==> config.mk <==
export PLATFORM = sky130hd
export DESIGN_NAME = grng_sample_arbiter
export DESIGN_NICKNAME = d
export VERILOG_FILES = /design/src/rtl/grng_pkg.sv /design/src/rtl/grng_sample_arbiter_rr_arbiter.sv /design/src/rtl/grng_sample_arbiter.sv
export SDC_FILE = /design/constraint.sdc
export NUM_CORES = 1
export LEC_CHECK = 0
export CAP_MARGIN = 20
export CORE_MARGIN = 2
export CORE_UTILIZATION = 40
export CTS_BUF_LIST = sky130_fd_sc_hd__clkbuf_16
export DETAILED_ROUTE_END_ITERATION = 12
export PLACE_DENSITY_LB_ADDON = 0.25
export SYNTH_ARGS = -nofsm -noshare
export SYNTH_HDL_FRONTEND = slang
export SYNTH_HIERARCHICAL = 1
export SYNTH_SLANG_ARGS = --single-unit
==> constraint.sdc <==
create_clock -name clk -period 2.4 [get_ports clk]
set_input_delay 0.6 -clock clk [delete_from_list [all_inputs] [get_ports clk]]
set_output_delay 0.6 -clock clk [all_outputs]
set_load 0.02 [all_outputs]
==> src/rtl/grng_pkg.sv <==
// Shared types and helpers for the Gaussian sample arbiter.
package grng_pkg;

  localparam int SAMPLE_W = 16;
  localparam int MAX_REQ  = 8;

  typedef enum logic [1:0] {
    ST_WARMUP = 2'd0,
    ST_IDLE   = 2'd1,
    ST_GRANT  = 2'd2
  } grng_state_e;

  // One-hot decode sized for the largest supported requester count.
  function automatic logic [MAX_REQ-1:0] onehot(input logic [2:0] idx);
    logic [MAX_REQ-1:0] v;
    v = '0;
    v[idx] = 1'b1;
    return v;
  endfunction

endpackage

==> src/rtl/grng_sample_arbiter_rr_arbiter.sv <==
// Combinational rotate-priority picker: first set req bit at or after rr_ptr, wrapping.
module rr_arbiter #(
  parameter int NUM_REQ = 4,
  parameter int IDX_W   = (NUM_REQ > 1) ? $clog2(NUM_REQ) : 1
) (
  input  logic [NUM_REQ-1:0] req_i,
  input  logic [IDX_W-1:0]   rr_ptr_i,
  output logic [IDX_W-1:0]   winner_o,
  output logic               any_req_o
);

  int unsigned k;

  always_comb begin
    winner_o  = '0;
    any_req_o = 1'b0;
    k         = 0;
    for (int i = 0; i < NUM_REQ; i++) begin
      k = (int'(rr_ptr_i) + i) % NUM_REQ;
      if (req_i[IDX_W'(k)] && !any_req_o) begin
        any_req_o = 1'b1;
        winner_o  = IDX_W'(k);
      end
    end
  end

endmodule

==> src/rtl/grng_sample_arbiter.sv <==
// Round-robin burst arbiter sharing one free-running Gaussian sample stream
// between NUM_REQ consumers, with a post-reset warm-up hold-off.
module grng_sample_arbiter
  import grng_pkg::*;
#(
  parameter int NUM_REQ       = 4,
  parameter int BURST_LEN     = 4,
  parameter int WARMUP_CYCLES = 8,
  parameter int IDX_W         = (NUM_REQ > 1) ? $clog2(NUM_REQ) : 1
) (
  input  logic                clk,
  input  logic                reset,
  input  logic [SAMPLE_W-1:0] grng_in,
  input  logic [NUM_REQ-1:0]  req,
  input  logic [NUM_REQ-1:0]  ready,
  output logic [SAMPLE_W-1:0] sample_data,
  output logic [NUM_REQ-1:0]  sample_valid,
  output logic                gen_ready,
  output logic                busy,
  output grng_state_e         dbg_state,
  output logic [IDX_W-1:0]    dbg_rr_ptr
);

  // Handshake: a consumer raising ready[g] in cycle N while granted receives
  // sample_data with sample_valid[g]=1 registered at the end of cycle N; there
  // is no back-pressure on the generator, so unaccepted samples are dropped.

  localparam int WC_W = (WARMUP_CYCLES > 1) ? $clog2(WARMUP_CYCLES) : 1;
  localparam int BL_W = $clog2(BURST_LEN + 1);

  grng_state_e         state_q, state_d;
  logic [WC_W-1:0]     warm_cnt_q, warm_cnt_d;
  logic [IDX_W-1:0]    rr_ptr_q, rr_ptr_d;
  logic [IDX_W-1:0]    grant_idx_q, grant_idx_d;
  logic [BL_W-1:0]     burst_left_q, burst_left_d;
  logic [SAMPLE_W-1:0] sample_data_q, sample_data_d;
  logic [NUM_REQ-1:0]  sample_valid_q, sample_valid_d;
  logic                gen_ready_q, gen_ready_d;
  logic                busy_q, busy_d;

  logic [IDX_W-1:0]    winner;
  logic                any_req;
  logic [IDX_W-1:0]    next_ptr;
  logic [MAX_REQ-1:0]  oh_full;

  rr_arbiter #(
    .NUM_REQ (NUM_REQ),
    .IDX_W   (IDX_W)
  ) u_rr_arbiter (
    .req_i     (req),
    .rr_ptr_i  (rr_ptr_q),
    .winner_o  (winner),
    .any_req_o (any_req)
  );

  // Pointer moves past the current holder whenever a burst ends, aborted or not.
  assign next_ptr = (grant_idx_q == IDX_W'(NUM_REQ - 1)) ? '0 : grant_idx_q + IDX_W'(1);
  assign oh_full  = onehot(3'(grant_idx_q));

  always_comb begin
    state_d        = state_q;
    warm_cnt_d     = warm_cnt_q;
    rr_ptr_d       = rr_ptr_q;
    grant_idx_d    = grant_idx_q;
    burst_left_d   = burst_left_q;
    sample_data_d  = sample_data_q;
    sample_valid_d = '0;

    case (state_q)
      ST_WARMUP: begin
        if (warm_cnt_q == WC_W'(WARMUP_CYCLES - 1)) begin
          state_d = ST_IDLE;
        end else begin
          warm_cnt_d = warm_cnt_q + WC_W'(1);
        end
      end

      ST_IDLE: begin
        if (any_req) begin
          grant_idx_d  = winner;
          burst_left_d = BL_W'(BURST_LEN);
          state_d      = ST_GRANT;
        end
      end

      ST_GRANT: begin
        if (!req[grant_idx_q]) begin
          rr_ptr_d = next_ptr;
          state_d  = ST_IDLE;
        end else if (ready[grant_idx_q]) begin
          sample_data_d  = grng_in;
          sample_valid_d = NUM_REQ'(oh_full);
          burst_left_d   = burst_left_q - BL_W'(1);
          if (burst_left_q == BL_W'(1)) begin
            rr_ptr_d = next_ptr;
            state_d  = ST_IDLE;
          end
        end
      end

      default: begin
        state_d = ST_WARMUP;
      end
    endcase

    gen_ready_d = (state_d != ST_WARMUP);
    busy_d      = (state_d == ST_GRANT);
  end

  always_ff @(posedge clk) begin
    if (reset) begin
      state_q        <= ST_WARMUP;
      warm_cnt_q     <= '0;
      rr_ptr_q       <= '0;
      grant_idx_q    <= '0;
      burst_left_q   <= '0;
      sample_data_q  <= '0;
      sample_valid_q <= '0;
      gen_ready_q    <= 1'b0;
      busy_q         <= 1'b0;
    end else begin
      state_q        <= state_d;
      warm_cnt_q     <= warm_cnt_d;
      rr_ptr_q       <= rr_ptr_d;
      grant_idx_q    <= grant_idx_d;
      burst_left_q   <= burst_left_d;
      sample_data_q  <= sample_data_d;
      sample_valid_q <= sample_valid_d;
      gen_ready_q    <= gen_ready_d;
      busy_q         <= busy_d;
    end
  end

  assign sample_data  = sample_data_q;
  assign sample_valid = sample_valid_q;
  assign gen_ready    = gen_ready_q;
  assign busy         = busy_q;
  assign dbg_state    = state_q;
  assign dbg_rr_ptr   = rr_ptr_q;

endmodule

* After elaboration in Yosys (flattened, before gate mapping) *
Cells that the tools add are included.

storage, ports and cells
  output and inout bits = 26
  register bits = 34
  input bits = 26

cells by class
  equality and inequality tests = 11
  bitwise gates (word level) = 4
  add/sub/neg operators = 6
  reduce and logical (&&, ||, !) cells = 16
  magnitude comparators = 7
  multiplexer cells = 36

operator list
  operator                                                                  count
  2-bit 2-to-1 mux                                                          13
  2-bit by 3-bit < comparator with 1-bit output (second input constant)     5
  1-bit binary-select mux with 2-bit select                                 6
  1-bit 2-to-1 mux                                                          11
  3-bit 2-to-1 mux                                                          3
  2-bit equality test (second input constant)                               3
  2-bit inequality test (second input constant)                             3
  2-bit case mux with 3 select lines                                        1
  3-bit case mux with 2 select lines                                        1
  3-bit AND reduction                                                       2
  2-bit by 1-bit adder with 2-bit output (second input constant)            2
  2-bit adder (second input constant)                                       2
  1-bit logical AND                                                         4
  2-bit by 4-bit < comparator with 1-bit output (second input constant)     1
  2-bit by 1-bit inequality test with 1-bit output (second input constant)  2
  1-bit NOT                                                                 4
  2-bit AND reduction                                                       2
  4-bit AND reduction                                                       1
  2-bit nonzero test                                                        2
  4-bit OR reduction                                                        1
  3-bit by 1-bit adder with 3-bit output (second input constant)            1
  3-bit by 1-bit equality test with 1-bit output (second input constant)    1
  3-bit equality test (second input constant)                               1
  1-bit logical NOT                                                         3
  5 further kinds                                                           5

* Logic depth before layout (Yosys ltp) *
Gate-level depths: netlist of the first run.

  word-level depth = 15
  gate-level depth with buffers = 7
  gate-level depth less buffers = 6

* Cells and area by module *
Netlist of the first run, hierarchy kept.

modules (own cells, without submodules)
  module               area an instance (µm²)  cells an instance  seq. area each (µm²)  times used
  grng_sample_arbiter  1447.6                  138                680.7                 1
  rr_arbiter           73.8                    12                 0.0                   1

* Worst setup path before layout of the first run *
Ideal clock, no wire load.

  path kind = input to register
  from = input req[0]
  to = register burst_left_q[1]
  data required time = 2.284 ns
  stages = 4
  arrival time = 1.773 ns
  path slack = 0.511 ns
  path through = or4_1 -> nand3b_1 -> a2111oi_0 -> a41o_1

on the way
  cells in the longest elaborated chain, start to end = 14

ends and longest elaborated chain
  item                                       RTL line                              text
  start, declared                            grng_sample_arbiter.sv:14             input logic [NUM_REQ-1:0] req,
  1-bit binary-select mux with 2-bit select  grng_sample_arbiter_rr_arbiter.sv:20  if (req_i[IDX_W'(k)] && !any_req_o) begin
  1-bit 2-to-1 mux (implied by the code)     grng_sample_arbiter_rr_arbiter.sv:20
  1-bit 2-to-1 mux                           grng_sample_arbiter_rr_arbiter.sv:20
  1-bit logical NOT                          grng_sample_arbiter_rr_arbiter.sv:20
  1-bit logical AND                          grng_sample_arbiter_rr_arbiter.sv:20
  1-bit 2-to-1 mux                           grng_sample_arbiter_rr_arbiter.sv:20
  1-bit logical NOT                          grng_sample_arbiter_rr_arbiter.sv:20
  1-bit logical AND                          grng_sample_arbiter_rr_arbiter.sv:20
  1-bit 2-to-1 mux                           grng_sample_arbiter_rr_arbiter.sv:20
  1-bit logical NOT                          grng_sample_arbiter_rr_arbiter.sv:20
  1-bit logical AND                          grng_sample_arbiter_rr_arbiter.sv:20
  1-bit 2-to-1 mux                           grng_sample_arbiter_rr_arbiter.sv:20
  2-bit inequality test (no source line)     n/a
  4-bit AND reduction (no source line) (*)   n/a
  end signal, assigned                       grng_sample_arbiter.sv:126            burst_left_q <= burst_left_d;
  end, declared                              grng_sample_arbiter.sv:35             logic [BL_W-1:0] burst_left_q, burst_left_d;

Mark *: on every way between the ends. The rest lies on a longest branch, timed or not. The select of a mux whose other input is x is not followed.
A chain may end at the register's enable or synchronous reset.

* Worst setup path after layout of the first run *
  from = input req[3]
  to = register state_q[0], in the netlist dbg_state[0]

on the way
  cells in the longest elaborated chain, start to end = 14

ends and longest elaborated chain
  item                                       RTL line                              text
  1-bit binary-select mux with 2-bit select  grng_sample_arbiter_rr_arbiter.sv:20
  1-bit 2-to-1 mux (implied by the code)     grng_sample_arbiter_rr_arbiter.sv:20
  1-bit 2-to-1 mux                           grng_sample_arbiter_rr_arbiter.sv:20
  1-bit logical NOT                          grng_sample_arbiter_rr_arbiter.sv:20
  1-bit logical AND                          grng_sample_arbiter_rr_arbiter.sv:20
  1-bit 2-to-1 mux                           grng_sample_arbiter_rr_arbiter.sv:20
  1-bit logical NOT                          grng_sample_arbiter_rr_arbiter.sv:20
  1-bit logical AND                          grng_sample_arbiter_rr_arbiter.sv:20
  1-bit 2-to-1 mux                           grng_sample_arbiter_rr_arbiter.sv:20
  1-bit logical NOT                          grng_sample_arbiter_rr_arbiter.sv:20
  1-bit logical AND                          grng_sample_arbiter_rr_arbiter.sv:20
  1-bit 2-to-1 mux                           grng_sample_arbiter_rr_arbiter.sv:20
  2-bit 2-to-1 mux                           grng_sample_arbiter.sv:79             if (any_req) begin
  2-bit case mux with 3 select lines (*)     grng_sample_arbiter.sv:69             case (state_q)
  end signal, assigned                       grng_sample_arbiter.sv:122            state_q <= state_d;
  end, declared                              grng_sample_arbiter.sv:31             grng_state_e state_q, state_d;

Marks and branches as above.

==> run metrics, run 1 <==
Crit Path Max Fanout=4; Max rail drop VDD=0.000543 V; proportion of layout cells with a drive suffix above 1=9.48%; Congestion Overflow GR=0; Mapped Cells=150; n_diodes=0; DRC viols=0; CP startpoint kind=input port; Final Max Tran Viols=0; first-pass GRT wire length=approximately 5700 um; Hold Crit Depth=1; reg2reg end=dbg_state[0]$_SDFF_PP0_; Pint=about 0.0012 W; hold_ws=491 ps; Total GRT Usage=17.1%; core area=3660 um^2; slowest CP cell=mux4_2; Synth cell types=33; detailed placer's ending HPWL=around 2600 um; P_leak=roughly 1.0 nW; post-synthesis register bit count=34; Via-to-Cell Ratio=between 5 and 6; maximum clock insertion buffer count=2; Synthesis Warnings=6; Mapped Avg Cell Area=10.1 um^2; worst slew pin tran=~610 ps; Post-Route WL=about 3500 um; CP peak stage delay=around 530 ps; worst hold path class=flip-flop to flip-flop; unrepaired setup endpoints after global routing=false; CTS tree=yes; sequential share of the synthesized area=around 45%; clk sinks=34; NetSw=~0.00027 W; R2R cell count=5; routed via count=between 1000 and 1500; Arr. time, crit path=around 2300 ps; Critical Path Start=req[3]; GP Congestion=0.742; final count of hold timing violations=0; nets@finish=between 200 and 250; Area Growth Syn to Fin=51.2%; Die ar.=4310 um^2; sequential power share=38.8%; vias in the first global route=about 1200; Initial Util=between 40% and 50%; CP cell instances=clkdlybuf4s50_1, mux4_2, inv_1, a311oi_2, a2111o_1, o41ai_1; max_slew headroom=59.3%; root buffer cell=clkbuf_16; Die Y=approximately 66 um; Avg WL per Cell=around 13 um; final setup TNS=0 ps; row count=22; Post-CTS Setup Bufs=0; min-delay src=burst_left_q[1]$_SDFFE_PP0P_; largest net degree at the start of global routing=23; CTS clock-pin slew for the worst setup and hold paths=50 ps; R2R Path Start=grant_idx_q[0]$_SDFFE_PP0P_; Clk pwr share=a little over half; Post-Syn Nets=approximately 180; Die Wd=~66 um; Synth Cell Area=1520 um^2; Routed Antenna Nets=0; Power Dens Cells=approximately 650 nW/um^2; Worst Setup End Kind=flip-flop; critical path required time=between 2000 and 3000 ps; post-layout min period=2100 ps; H-tree depth=2; status=finished clean; Switching Share=between 15 and 20%; Comb power frac=under 10%; Final Setup Violations=0; r2r setup slk=470 ps; Hold-fix buffers, CTS=0; kind of critical path=input port to flip-flop; PostCTS Resize Cnt=0; Num CTS Buffers=5; clk_lat worst skew=approximately 270 ps; IO Count=52; max frequency=about 480 MHz; Iteration-0 DRC Markers=42; initial antenna violation count=0; drt first pass iters=4; Power Total=between 0.001 and 0.0015 W; worst hold endpoint=burst_left_q[1]$_SDFFE_PP0P_; max cap viols=0; IO Port Bufs=51; worst clock skew=approximately 1.5 ps; period utilization=between 80 and 90%
registers in the layout, summed over array words and instances (netlist names):
name and count:
sample_valid 4, dbg_state 2, sample_data 16, gen_ready 1, dbg_rr_ptr 2, warm_cnt_q 3, grant_idx_q 2, burst_left_q 3
busy 1
cells in the final DEF (no fill, tap or decap), types with 4 or more instances in the layout:
cell             synthesis  final
clkdlybuf4s50_1          0     51
nand2_1                  4      4
mux2i_1                 24     24
dfxtp_1                 34     34
inv_1                   10     10
buf_4                    0      7
and2_1                   4      4
ha_1                     8      8
clkbuf_16                0      5
a21oi_1                  6      6
nor2_1                  27     27
kinds of logic (layout without fill, tap and decap cells):
group	count (synthesis)	after routing	share of synthesized area [%]
DFF	34	34	44.7
AOI/OAI and AO/OA	18	18	9.95
buffers and inverters	16	77	5.92
xor gates and xnor gates	1	1	0.576
and+or+nand+nor	47	47	14.2
adders and majority gates	8	8	6.58
muxes	26	26	18.0
worst max path at each step:
stage,slack [ps],cells past startpoint,to
CTS,280,6,dbg_rr_ptr[0]$_SDFFE_PP0P_
detailed placement,-5,6,dbg_rr_ptr[0]$_SDFFE_PP0P_
global placement,90,6,dbg_rr_ptr[0]$_SDFFE_PP0P_
finish,300,6,dbg_state[0]$_SDFF_PP0_
floorplan,510,4,burst_left_q[1]$_SDFFE_PP0P_
global route,160,6,dbg_rr_ptr[0]$_SDFFE_PP0P_
metal layers:
| layer | wire (um) | global-route usage [%] | vias up |
|---|---|---|---|
| met5 | 0 | 0 | - |
| met1 | 1400 | 19.7 | 634 |
| met4 | 42 | 5.47 | 0 |
| li1 | - | - | 640 |
| met2 | 1900 | 30.7 | 34 |
| met3 | 152 | 4.45 | 7 |
cell type report:
| class | count | area [um^2] |
|---|---|---|
| tap | 48 | 60.1 |
| fill | 311 | 1360 |
| sequential | 34 | 681 |
| inverter | 10 | 37.5 |
| timing repair buffer | 59 | 583 |
| clock buffer | 5 | 125 |
| multi-input combinational | 100 | 751 |
| clock inverter | 3 | 63.8 |
per-stage QoR:
stage               setup WS [ps]  util, %  area [um^2]  instances
floorplan                     511        -         1520        150
global placement             90.7     57.7         2110        251
detailed placement          -4.78     57.7         2110        251
CTS                           285     62.9         2300        259
global route                  160     62.9         2300        259
finish                        299     62.9         2300        259
power by group through the flow:
stage	registers [W]	logic, W	clock network [W]
global placement	0.000588	0.0000871	0
detailed placement	0.000588	0.0000928	0
CTS	0.000577	0.0000933	0.000824
global route	0.000577	0.000101	0.000854
finish	0.000577	0.0000924	0.000816
floorplan	0.000588	0.0000342	0
worst max-delay path, delay by kind of cell:
| family | cells | cell delay, ps |
|---|---|---|
| AOI/OAI and AO/OA | 3 | 580 |
| muxes | 1 | 530 |
| buffers and inverters | 2 | 550 |
cell usage after synthesis:
cell type   n  share of area (%)
nand3b_1    1               0.49
clkbuf_1    2               0.49
ha_1        8                6.6
buf_6       4                3.0
nor4b_1     1               0.58
inv_1      10                2.5
or4_1       1               0.49
a311oi_2    2                2.0
a41o_1      1               0.66
nor2_2      1               0.41
mux4_2      1                1.5
nand2b_1    1               0.41
a2111o_1    1               0.74
xnor2_1     1               0.58
a311oi_1    1               0.58
mux2i_1    24                 16
o2111ai_1   1               0.58
nand2_1     4               0.99
a211oi_1    1               0.49
or3_1       1               0.41
and2_1      4                1.6
nor2_1     27                6.7
nor2b_1     2               0.82
o41ai_1     1               0.58
o211ai_2    1               0.82
o2bb2a_1    1               0.66
dfxtp_1    34                 45
nand3_1     2               0.66
mux2_1      1               0.74
nor3_1      2               0.66
a2111oi_0   1               0.58
a21oi_1     6                2.0
o21ai_0     1               0.33
Power figures use the tool's default switching activity.
==> inputs of run 2 (changes only) <==
SETUP_SLACK_MARGIN = 0.4   (was unset)
==> run 2 against run 1 <==
Core utilization is 0.34 points higher. First-iteration DRC count grew 17%. Critical endpoint is now burst_left_q[2]$_SDFFE_PP0P_. Flip-flop and latch count did not move. Non-clock buffer count did not move. Largest cell class unchanged. Largest power group unchanged.
==> run metrics, run 2 (synthesized netlist as in run 1, its figures left out) <==
Final Max Tran Viols=0 (unchanged); initial antenna violation count=0 (unchanged); Avg WL per Cell=13.5 um (+0.14%); first-pass GRT wire length=5630 um (-0.49%); max FFs per register=16 (unchanged); leading cell types in the layout, fill and taps excluded=44 x clkdlybuf4s50_1, 33 x dfxtp_1, 26 x nor2_1, 23 x mux2i_1, 10 x inv_1; maximum clock insertion buffer count=2 (unchanged); period utilization=80.8% (-6.8 points); hold_ws=491 ps (-0.744 ps); Clk pwr share=54.9% (about the same); Hold-fix buffers, CTS=0 (unchanged); Final Setup Violations=0 (unchanged); Die ar.=4310 um^2 (unchanged); Arr. time, crit path=2110 ps (-160 ps); status=finished clean; Power Total=0.00148 W (-0.24%); max cap viols=0 (unchanged); Die Wd=65.7 um (unchanged); Comb power frac=6.2% (about the same); clk sinks=34 (unchanged); final count of hold timing violations=0 (unchanged); Initial Util=41.6% (unchanged); R2R cell count=5 (unchanged); proportion of layout cells with a drive suffix above 1=11.4% (+1.9 points); reg2reg end=dbg_rr_ptr[0]$_SDFFE_PP0P_; sequential power share=38.9% (about the same); GP Congestion=0.742 (unchanged); Post-Route WL=3490 um (+0.14%); most common cell after layout, fill and taps aside=clkdlybuf4s50_1; Total GRT Usage=17.1% (-0.072 points); DRC viols=0 (unchanged); Pint=0.00122 W (-0.16%); kind of critical path=input port to flip-flop; IO Port Bufs=51 (unchanged); core area=3660 um^2 (unchanged); max frequency=516 MHz (+8.4%); Power Dens Cells=640 nW/um^2 (-0.78%); Crit Path Max Fanout=21 (+17); worst clock skew=1.55 ps (+0.0762 ps); drt first pass iters=4 (unchanged); CP cell instances=clkdlybuf4s50_1, mux2i_2, nor2_1, o211ai_2, buf_12, nor2_2, a311oi_2; Max rail drop VDD=0.000541 V (-0.35%); Num CTS Buffers=5 (unchanged); post-layout min period=1940 ps (-163 ps); Iteration-0 DRC Markers=49 (+17%); critical path required time=2570 ps (about the same); CTS clock-pin slew for the worst setup and hold paths=50 ps (about the same); P_leak=1.07 nW (+5.1%); worst hold path class=flip-flop to flip-flop; detailed placer's ending HPWL=2630 um (unchanged); root buffer cell=clkbuf_16; routed via count=1303 (-0.91%); Die Y=65.7 um (unchanged); Hold Crit Depth=2 (+1); NetSw=0.000264 W (-0.62%); row count=22 (unchanged); Area Growth Syn to Fin=52.1%; CP startpoint kind=input port; Placed Area=2110 um^2 (unchanged); worst hold endpoint=sample_data[11]$_SDFFE_PP0P_; worst slew pin tran=631 ps (+25.3 ps); IO Count=52 (unchanged); R2R Path Start=grant_idx_q[0]$_SDFFE_PP0P_; Crit path max-delay family=buffers and inverters; Via-to-Cell Ratio=5.03 (-0.91%); clk_lat worst skew=270 ps (about the same); Congestion Overflow GR=0 (unchanged); Switching Share=17.8% (-0.068 points); n_diodes=0 (unchanged); final instance area=2310 um^2 (+0.54%); min-delay src=sample_data[11]$_SDFFE_PP0P_; CP bufs+invs=2 (unchanged); vias in the first global route=1217 (-0.49%); Worst Setup End Kind=flip-flop; CTS tree=yes; H-tree depth=2 (unchanged); CP peak stage delay=410 ps (-120 ps); max_slew headroom=57.6% (-1.7 points); slowest CP cell=clkdlybuf4s50_1; Routed Antenna Nets=0 (unchanged); largest net degree at the start of global routing=23 (unchanged); r2r setup slk=590 ps (+120 ps); nets@finish=244 (unchanged); unrepaired setup endpoints after global routing=true
-- run 2: cell count changes in the layout (fill, tap and decap cells not counted), sizes merged --
cell	previous run	this run
dlygate4sd2	0	5
dlymetal6s2s	0	2
clkdlybuf4s50	51	44
-- run 2: tightest hold or removal path: stages, from the launching register on --
cell and delay, ps:
dfxtp_1 320, mux2i_1 70, nor2_1 70
-- run 2: how the worst max path moves through the flow --
stage | from | depth (start not counted) | end | slack, ps
2_1_floorplan | req[0] | 4 | burst_left_q[1]$_SDFFE_PP0P_ | 510
4_1_cts | ready[1] | 6 | dbg_rr_ptr[0]$_SDFFE_PP0P_ | 380
3_3_place_gp | req[2] | 6 | dbg_rr_ptr[0]$_SDFFE_PP0P_ | 90
3_5_place_dp | req[2] | 6 | dbg_rr_ptr[0]$_SDFFE_PP0P_ | -5
6_report | ready[1] | 7 | burst_left_q[2]$_SDFFE_PP0P_ | 460
5_1_grt | ready[0] | 7 | sample_data[1]$_SDFFE_PP0P_ | 380
-- run 2: through the flow --
| step | setup WS (ps) | TNS (ps) | instances | utilization, % |
|---|---|---|---|---|
| 2_1_floorplan | 511 | 0 | 150 | - |
| 3_3_place_gp | 90.7 | 0 | 251 | 57.7 |
| 3_5_place_dp | -4.78 | -4.78 | 251 | 57.7 |
| 4_1_cts | 384 | 0 | 259 | 62.7 |
| 5_1_grt | 378 | 0 | 259 | 63.2 |
| 6_report | 462 | 0 | 259 | 63.2 |
-- run 2: power groups by stage --
stage	Combinational, W	Clock, W	Sequential, W
2_1_floorplan	0.0000342	0	0.000588
3_3_place_gp	0.0000871	0	0.000588
3_5_place_dp	0.0000928	0	0.000588
4_1_cts	0.0000908	0.000824	0.000577
5_1_grt	0.0000994	0.000854	0.000577
6_report	0.0000913	0.000813	0.000577
-- run 2: cell type report --
| cell class | instances | area, um^2 |
|---|---|---|
| clock buffer | 5 | 125 |
| clock inverter | 3 | 63.8 |
| fill | 313 | 1350 |
| inverter | 10 | 37.5 |
| multi-input combinational | 100 | 763 |
| sequential | 34 | 682 |
| tap | 48 | 60.1 |
| timing repair buffer | 59 | 582 |
-- run 2: per-layer routing --
metal,vias up,GRT usage (%),wire length [um]
li1,638,-,-
met1,626,19.6,1400
met2,35,30.6,1900
met3,4,4.45,172
met4,0,5.47,27
met5,-,0,0
-- run 2: timing repair --
action,4_1_cts,5_1_grt
endpoints found under the setup margin,27,14
pin swaps,1,1
setup buffers,0,0
resized for setup,5,6
